File: src/rtl/player_death_controller.sv
// Player death sequencer: turns raw collision hits into one player_died pulse per death,
// then runs the death freeze, respawn, blinking invulnerability and sticky game over.
module player_death_controller #(
    parameter int DEATH_FRAMES  = 90,
    parameter int INVULN_FRAMES = 120,
    parameter int BLINK_BIT     = 3,
    parameter int CNT_W         = 8
) (
    input  logic clk,
    input  logic resetN,
    input  logic startOfFrame,
    input  logic hit_monster,
    input  logic hit_bag,
    input  logic no_lives,
    output logic player_died,
    output logic respawn,
    output logic freeze_player,
    output logic player_visible,
    output logic game_over
);

    typedef enum logic [1:0] {
        ALIVE     = 2'd0,
        DYING     = 2'd1,
        INVULN    = 2'd2,
        GAME_OVER = 2'd3
    } state_t;

    localparam logic [CNT_W-1:0] DEATH_LAST  = CNT_W'(DEATH_FRAMES - 1);
    localparam logic [CNT_W-1:0] INVULN_LAST = CNT_W'(INVULN_FRAMES - 1);
    localparam logic [CNT_W-1:0] CNT_ONE     = CNT_W'(1);

    state_t           state, state_nxt;
    logic [CNT_W-1:0] cnt, cnt_nxt;
    logic             hit;
    logic             died_nxt, respawn_nxt, freeze_nxt, visible_nxt, over_nxt;

    assign hit = hit_monster | hit_bag;

    always_ff @(posedge clk or negedge resetN) begin
        if (!resetN) begin
            state          <= ALIVE;
            cnt            <= '0;
            player_died    <= 1'b0;
            respawn        <= 1'b0;
            freeze_player  <= 1'b0;
            player_visible <= 1'b1;
            game_over      <= 1'b0;
        end else begin
            state          <= state_nxt;
            cnt            <= cnt_nxt;
            player_died    <= died_nxt;
            respawn        <= respawn_nxt;
            freeze_player  <= freeze_nxt;
            player_visible <= visible_nxt;
            game_over      <= over_nxt;
        end
    end

    // Next state and counter; SOFs are only counted while a timed phase is running,
    // so an SOF coinciding with the fatal hit never counts toward the freeze.
    always_comb begin
        state_nxt   = state;
        cnt_nxt     = cnt;
        died_nxt    = 1'b0;
        respawn_nxt = 1'b0;
        case (state)
            ALIVE: begin
                if (hit) begin
                    state_nxt = DYING;
                    cnt_nxt   = '0;
                    died_nxt  = 1'b1;
                end
            end
            DYING: begin
                if (startOfFrame) begin
                    if (cnt == DEATH_LAST) begin
                        cnt_nxt = '0;
                        if (no_lives) begin
                            state_nxt = GAME_OVER;
                        end else begin
                            state_nxt   = INVULN;
                            respawn_nxt = 1'b1;
                        end
                    end else begin
                        cnt_nxt = cnt + CNT_ONE;
                    end
                end
            end
            INVULN: begin
                if (startOfFrame) begin
                    if (cnt == INVULN_LAST) begin
                        state_nxt = ALIVE;
                        cnt_nxt   = '0;
                    end else begin
                        cnt_nxt = cnt + CNT_ONE;
                    end
                end
            end
            GAME_OVER: begin
                state_nxt = GAME_OVER;
            end
            default: begin
                state_nxt = ALIVE;
                cnt_nxt   = '0;
            end
        endcase
    end

    // Level outputs are decoded from the upcoming state so they register in step with it.
    always_comb begin
        freeze_nxt  = 1'b0;
        visible_nxt = 1'b1;
        over_nxt    = 1'b0;
        case (state_nxt)
            DYING:     freeze_nxt  = 1'b1;
            INVULN:    visible_nxt = ~cnt_nxt[BLINK_BIT];
            GAME_OVER: begin
                freeze_nxt  = 1'b1;
                visible_nxt = 1'b0;
                over_nxt    = 1'b1;
            end
            default: ;
        endcase
    end

endmodule

File: config.mk
export PLATFORM = sky130hd
export DESIGN_NAME = player_death_controller
export DESIGN_NICKNAME = d
export VERILOG_FILES = /design/src/rtl/player_death_controller.sv
export SDC_FILE = /design/constraint.sdc
export NUM_CORES = 1
export LEC_CHECK = 0
export ABC_AREA = 1
export BUFFER_PORTS_ARGS = -buffer_cell sky130_fd_sc_hd__buf_2
export CAP_MARGIN = 20
export CORE_MARGIN = 5
export CORE_UTILIZATION = 52
export CTS_BUF_LIST = sky130_fd_sc_hd__clkbuf_4
export DETAILED_ROUTE_END_ITERATION = 10
export PLACE_DENSITY = 0.88
export SETUP_SLACK_MARGIN = 0.02
export SYNTH_ARGS = -nofsm -noshare
export SYNTH_HDL_FRONTEND = slang
export SYNTH_SLANG_ARGS = --single-unit
export TNS_END_PERCENT = 1
File: constraint.sdc
create_clock -name clk -period 1.3 [get_ports clk]
set_input_delay 0.26 -clock clk [delete_from_list [all_inputs] [get_ports clk]]
set_output_delay 0.26 -clock clk [all_outputs]
set_load 0.05 [all_outputs]
# After elaboration in Yosys (flattened, before gate mapping)
# Index checks and enable logic that the tools add are counted.
# word_totals
regBits	15
in_bits	6
output_inout_bits	5
word_cells	48
# classes
n_addsub	1
n_eq_ne	11
mux	22
n_bitwise	2
n_reduce_logical	4
# op_table
cell	count
two-way mux 8 bit	5
one-hot mux 8 bit (3 select lines)	1
equality test 8 x 7 -> 1 bit (second input constant)	2
two-way mux 2 bit	5
two-way mux 1 bit	9
adder 8 x 1 -> 8 bit (second input constant)	1
equality test 2 bit (second input constant)	4
one-hot mux 2 bit (4 select lines)	1
!= test 2 bit (second input constant)	3
equality test 2 x 1 -> 1 bit (second input constant)	2
AND reduction 4 bit	1
nonzero test 3 bit	1
zero test 2 bit	1
one-hot mux 1 bit (2 select lines)	1
OR reduction 2 bit	1
inverter 1 bit	1
bitwise OR 1 bit	1

# Depth between registers and ports, before layout
# logic_depth
depth_word	7
mapped_depth	12
ltp_nobuf	12

# Worst setup path before layout
# No wires, ideal clock.
# synth_path
kind	register to register
startpoint	register state[0]
endpoint	register cnt[5]
setup_ns	0.123
t_arrival_ns	1.365
t_required_ns	1.177
slack_ns	-0.188
stages_incl_launch_ff	7
path_buffers	0
synth_period_minus_slack_ns	1.488
path_cell_list	dfrtp_1 nor2_2 a21boi_2 o21ai_2 nor2_1 xor2_1 nor2_1
# synth_via
elab_chain_len	3
elab_cells_between_ends	9
classes_between	eq/ne: 5; mux: 1; reduce/logical: 3
# synth_lines
item	line_no	rtl
from (decl)	33	state_t state, state_nxt;
from (signal assigned)	50	state <= state_nxt;
equality test 2 x 1 -> 1 bit (tied with other cells)	67	case (state)
!= test 2 bit (no line) / nonzero test 3 bit (equally long branches)	n/a	
AND reduction 4 bit (no line)	n/a	
to (signal assigned)	51	cnt <= cnt_nxt;
to (decl)	34	logic [CNT_W-1:0] cnt, cnt_nxt;
# Parallel ways exist; a longest one is shown, timed or not.
# A chain may end at the register's enable or synchronous reset.

# Worst setup path in the final report
# layout_path
startpoint	register cnt[0]
endpoint	register player_visible
# layout_via
elab_chain_len	6
elab_cells_between_ends	17
classes_between	add/sub: 1; eq/ne: 4; mux: 11; bitwise: 1
# layout_lines
item	line_no	rtl
adder 8 x 1 -> 8 bit (tied with other cells)	86, 96	
two-way mux 8 bit (tied with other cells)	92	if (cnt == INVULN_LAST) begin
two-way mux 8 bit (tied with other cells)	91	if (startOfFrame) begin
one-hot mux 8 bit (3 select lines) / one-hot mux 2 bit (4 select lines) (equally long branches)	67	
inverter 1 bit / equality test 2 bit (equally long branches)	117, 115	
one-hot mux 1 bit (2 select lines) *	115	case (state_nxt)
named net visible_nxt	36	logic died_nxt, respawn_nxt, freeze_nxt, visible_nxt, over_nxt;
to (signal assigned)	55	player_visible <= visible_nxt;
to (decl)	18	output logic player_visible,
# The timed path passes the listed nets; every way through them passes the cells marked *. The select of a mux whose other input is x is not followed.

==> results.tsv <==
stage	metric	value	unit
outcome	status	finished with violations	
outcome	failing checks	setup timing	
finish	layout cells sized above 1	46.7	%
global_routing	grt ovf	0	
worst_setup_path	crit path kind	reg2reg	
finish	fin util	71.3	%
clock_network	# clock sinks	14	
timing	endpoints failing setup	11	
timing	max-slew violations	0	
power_and_ir_drop	Leakage	0.479	nW
global_routing	Total GRT Usage	16.8	%
clock_network	CTS buffer count	3	
hold_path	Hold WC Path Type	in2reg	
synthesis	Seq/Total Area, Yosys	44.7	%
synthesis	synthesized area per cell	7.79	um2
floorplanning	FP Rows	14	
detailed_routing	DRT Pass-1 Iters	4	
placement	routability cong.	0.896	
finish	Layout area overhead	33.4	%
timing	final worst path period need	1440	ps
placement	hpwl dp	1250	um
finish	commonest non-fill, non-tap cell in the layout	nand2_1	
detailed_routing	Routed Antenna Nets	0	
floorplanning	core area	1470	um2
timing	Max transition margin	78.3	%
worst_setup_path	max incr delay on CP	440	ps
worst_setup_path	Critical Path Slowest Stage Cell	dfrtp_1	
floorplanning	# IOs	11	
timing	setup tns final	-1140	ps
synthesis	register bit total from synthesis	14	
placement	port bufs	10	
synthesis	Synth Warn #	0	
worst_setup_path	critical path fanouts, max	3	
timing	fmax	693	MHz
timing	RSZ-0062 raised after global routing	true	
worst_setup_path	Worst setup EP type	flip-flop	
detailed_routing	DR WL/cell	14.0	um
floorplanning	Die H	48.9	um
global_routing	largest net degree at the start of global routing	15	
power_and_ir_drop	PD cells	1300	nW/um2
global_routing	global-route wire length before repair	3160	um
clock_network	H-tree levels	1	
detailed_routing	DRT Wirelength	1930	um
clock_network	Root Buffer	clkbuf_4	
synthesis	Syn Std Cell Area	787	um2
timing	period utilization	111	%
flow_run	Max Cap Violations	0	
detailed_routing	Initial DRC Count	18	
synthesis	Post-Syn Instances	101	
floorplanning	Die Width	48.9	um
finish	Ant. Diodes	0	
placement	Placement Setup Slack	-193	ps
floorplanning	die area	2390	um2
timing	Max Clock Skew	5.26	ps
timing	worst setup margin	-143	ps
floorplanning	Initial Utilization	53.5	%
synthesis	synth unique cells	23	
global_routing	initial antenna violation count	0	
detailed_routing	vias post-DR	750	
worst_setup_path	critical path startpoint category	flip-flop	
detailed_routing	Via density	5.43	
clock_network	Clock Latency Late Sink	280	ps
worst_setup_path	Required @ worst endpoint	1530	ps
finish	Final nets	131	
worst_setup_path	CP Data Arrival Time	1670	ps
finish	most frequent cells in the layout	nand2_1 (15), nor2_1 (13), dfrtp_1 (12)	
power_and_ir_drop	worst vdd ir	1.13	mV
synthesis	Syn Nets	109	
timing	Worst-Margin Slew	326	ps
clock_network	clk buf depth	2	
timing	Fin. Hold Viols	0	
clock_network	CTS tree	done	
detailed_routing	number of remaining DRC errors	0	
worst_setup_path	CP Cell Sequence	ha_2 -> nand2_2 -> nor2_4 -> nand3_1 -> nand2_1 -> inv_2 -> nand2_4 -> nor2_4 -> nand3_2 -> nand2_1	
global_routing	vias in the first global route	701	
clock_network	CTS clk-pin slew, worst paths	90	ps
power by group:
| part | total (mW) | internal, mW | switching, mW | leakage [nW] |
|---|---|---|---|---|
| Combinational | 0.473 | 0.198 | 0.274 | 0.283 |
| Clock | 0.283 | 0.140 | 0.143 | 0.0184 |
| Sequential | 0.606 | 0.517 | 0.0886 | 0.178 |
path summary, 6_finish.rpt:
check / slack [ps] / cells after the start / start / end
worst min-delay path: 250 / 3 / hit_monster / player_died
worst min register to register: 580 / 2 / cnt[7] / cnt[7]
max in group asynchronous: 600 / 2 / resetN / player_visible
worst max-delay path: -140 / 10 / cnt[0] / player_visible
worst max register to register: -140 / 10 / cnt[0] / player_visible
min in group asynchronous: 400 / 2 / resetN / cnt[4]
cell usage after synthesis:
cell	count	area [um2]
dfstp_2	1	26.3
a21oi_1	3	15.0
a31oi_1	1	6.26
nor2_2	4	25.0
o22ai_1	3	18.8
a21boi_2	1	11.3
inv_1	14	52.6
or2_2	1	6.26
ha_1	2	25.0
nor2_4	1	11.3
nor3_1	1	5.00
nand3_2	1	10.0
xor2_1	3	26.3
inv_2	1	3.75
nand3b_1	1	7.51
and2_1	1	6.26
nor2_1	17	63.8
xnor2_1	1	8.76
nand2_1	24	90.1
nand3_1	4	20.0
dfrtp_1	13	325
o21ai_2	2	17.5
o21ai_0	1	5.00
layer usage:
layer | GRT usage, % | part of all wire, % | vias to the layer above
li1 | - | - | 362
met1 | 22.3 | 42 | 352
met2 | 26.7 | 51 | 29
met3 | 2.75 | 4.7 | 7
met4 | 7.17 | 2.2 | 0
met5 | 0 | 0 | -
through the flow:
stage	cells	power [mW]	hold slack (ps)	instance area [um2]
2_1_floorplan	101	0.833	-35.6	796
3_3_place_gp	131	0.921	163	896
3_5_place_dp	131	0.939	169	896
4_1_cts	138	1.29	249	990
5_1_grt	138	1.47	263	1050
6_report	138	1.36	252	1050
area by class of cell:
type	instances	area, um2
clock buffers	4	30.0
fillers	110	422
inverters	15	56.3
multi-input cells	72	480
flip-flops and latches	14	353
well taps	16	20.0
repair buffers	17	110
sequential cells by signal, indices dropped and copies added (netlist names):
register,cells
respawn,1
state,2
player_died,1
cnt,8
game_over,1
player_visible,1
critical path, delay by kind of cell, from the launching register on:
family        cells  cell delay (ps)
simple gates      8              640
buf+inv           1               80
fa+ha+maj         1              220
flops             1              440
what timing repair did:
action                                  CTS  global route
endpoints found under the hold margin    13             0
gates resized for setup                  14            19
setup buffers                             2             0
endpoints found under the setup margin   12            14
hold buffers                              1             0
pin swaps                                 6            11
kinds of logic (layout without fill, tap and decap cells):
family                   Yosys count  count (layout)  synth area share, %
buffers and inverters             15              36                 7.15
XOR/XNOR                           4               4                 4.45
AO/OA/AOI/OAI                     11              11                 9.38
flip-flops                        14              14                 44.7
adder cells (fa/ha/maj)            2               2                 3.18
AND/OR/NAND/NOR                   55              55                 31.2
(Power assumes the default switching activity.)
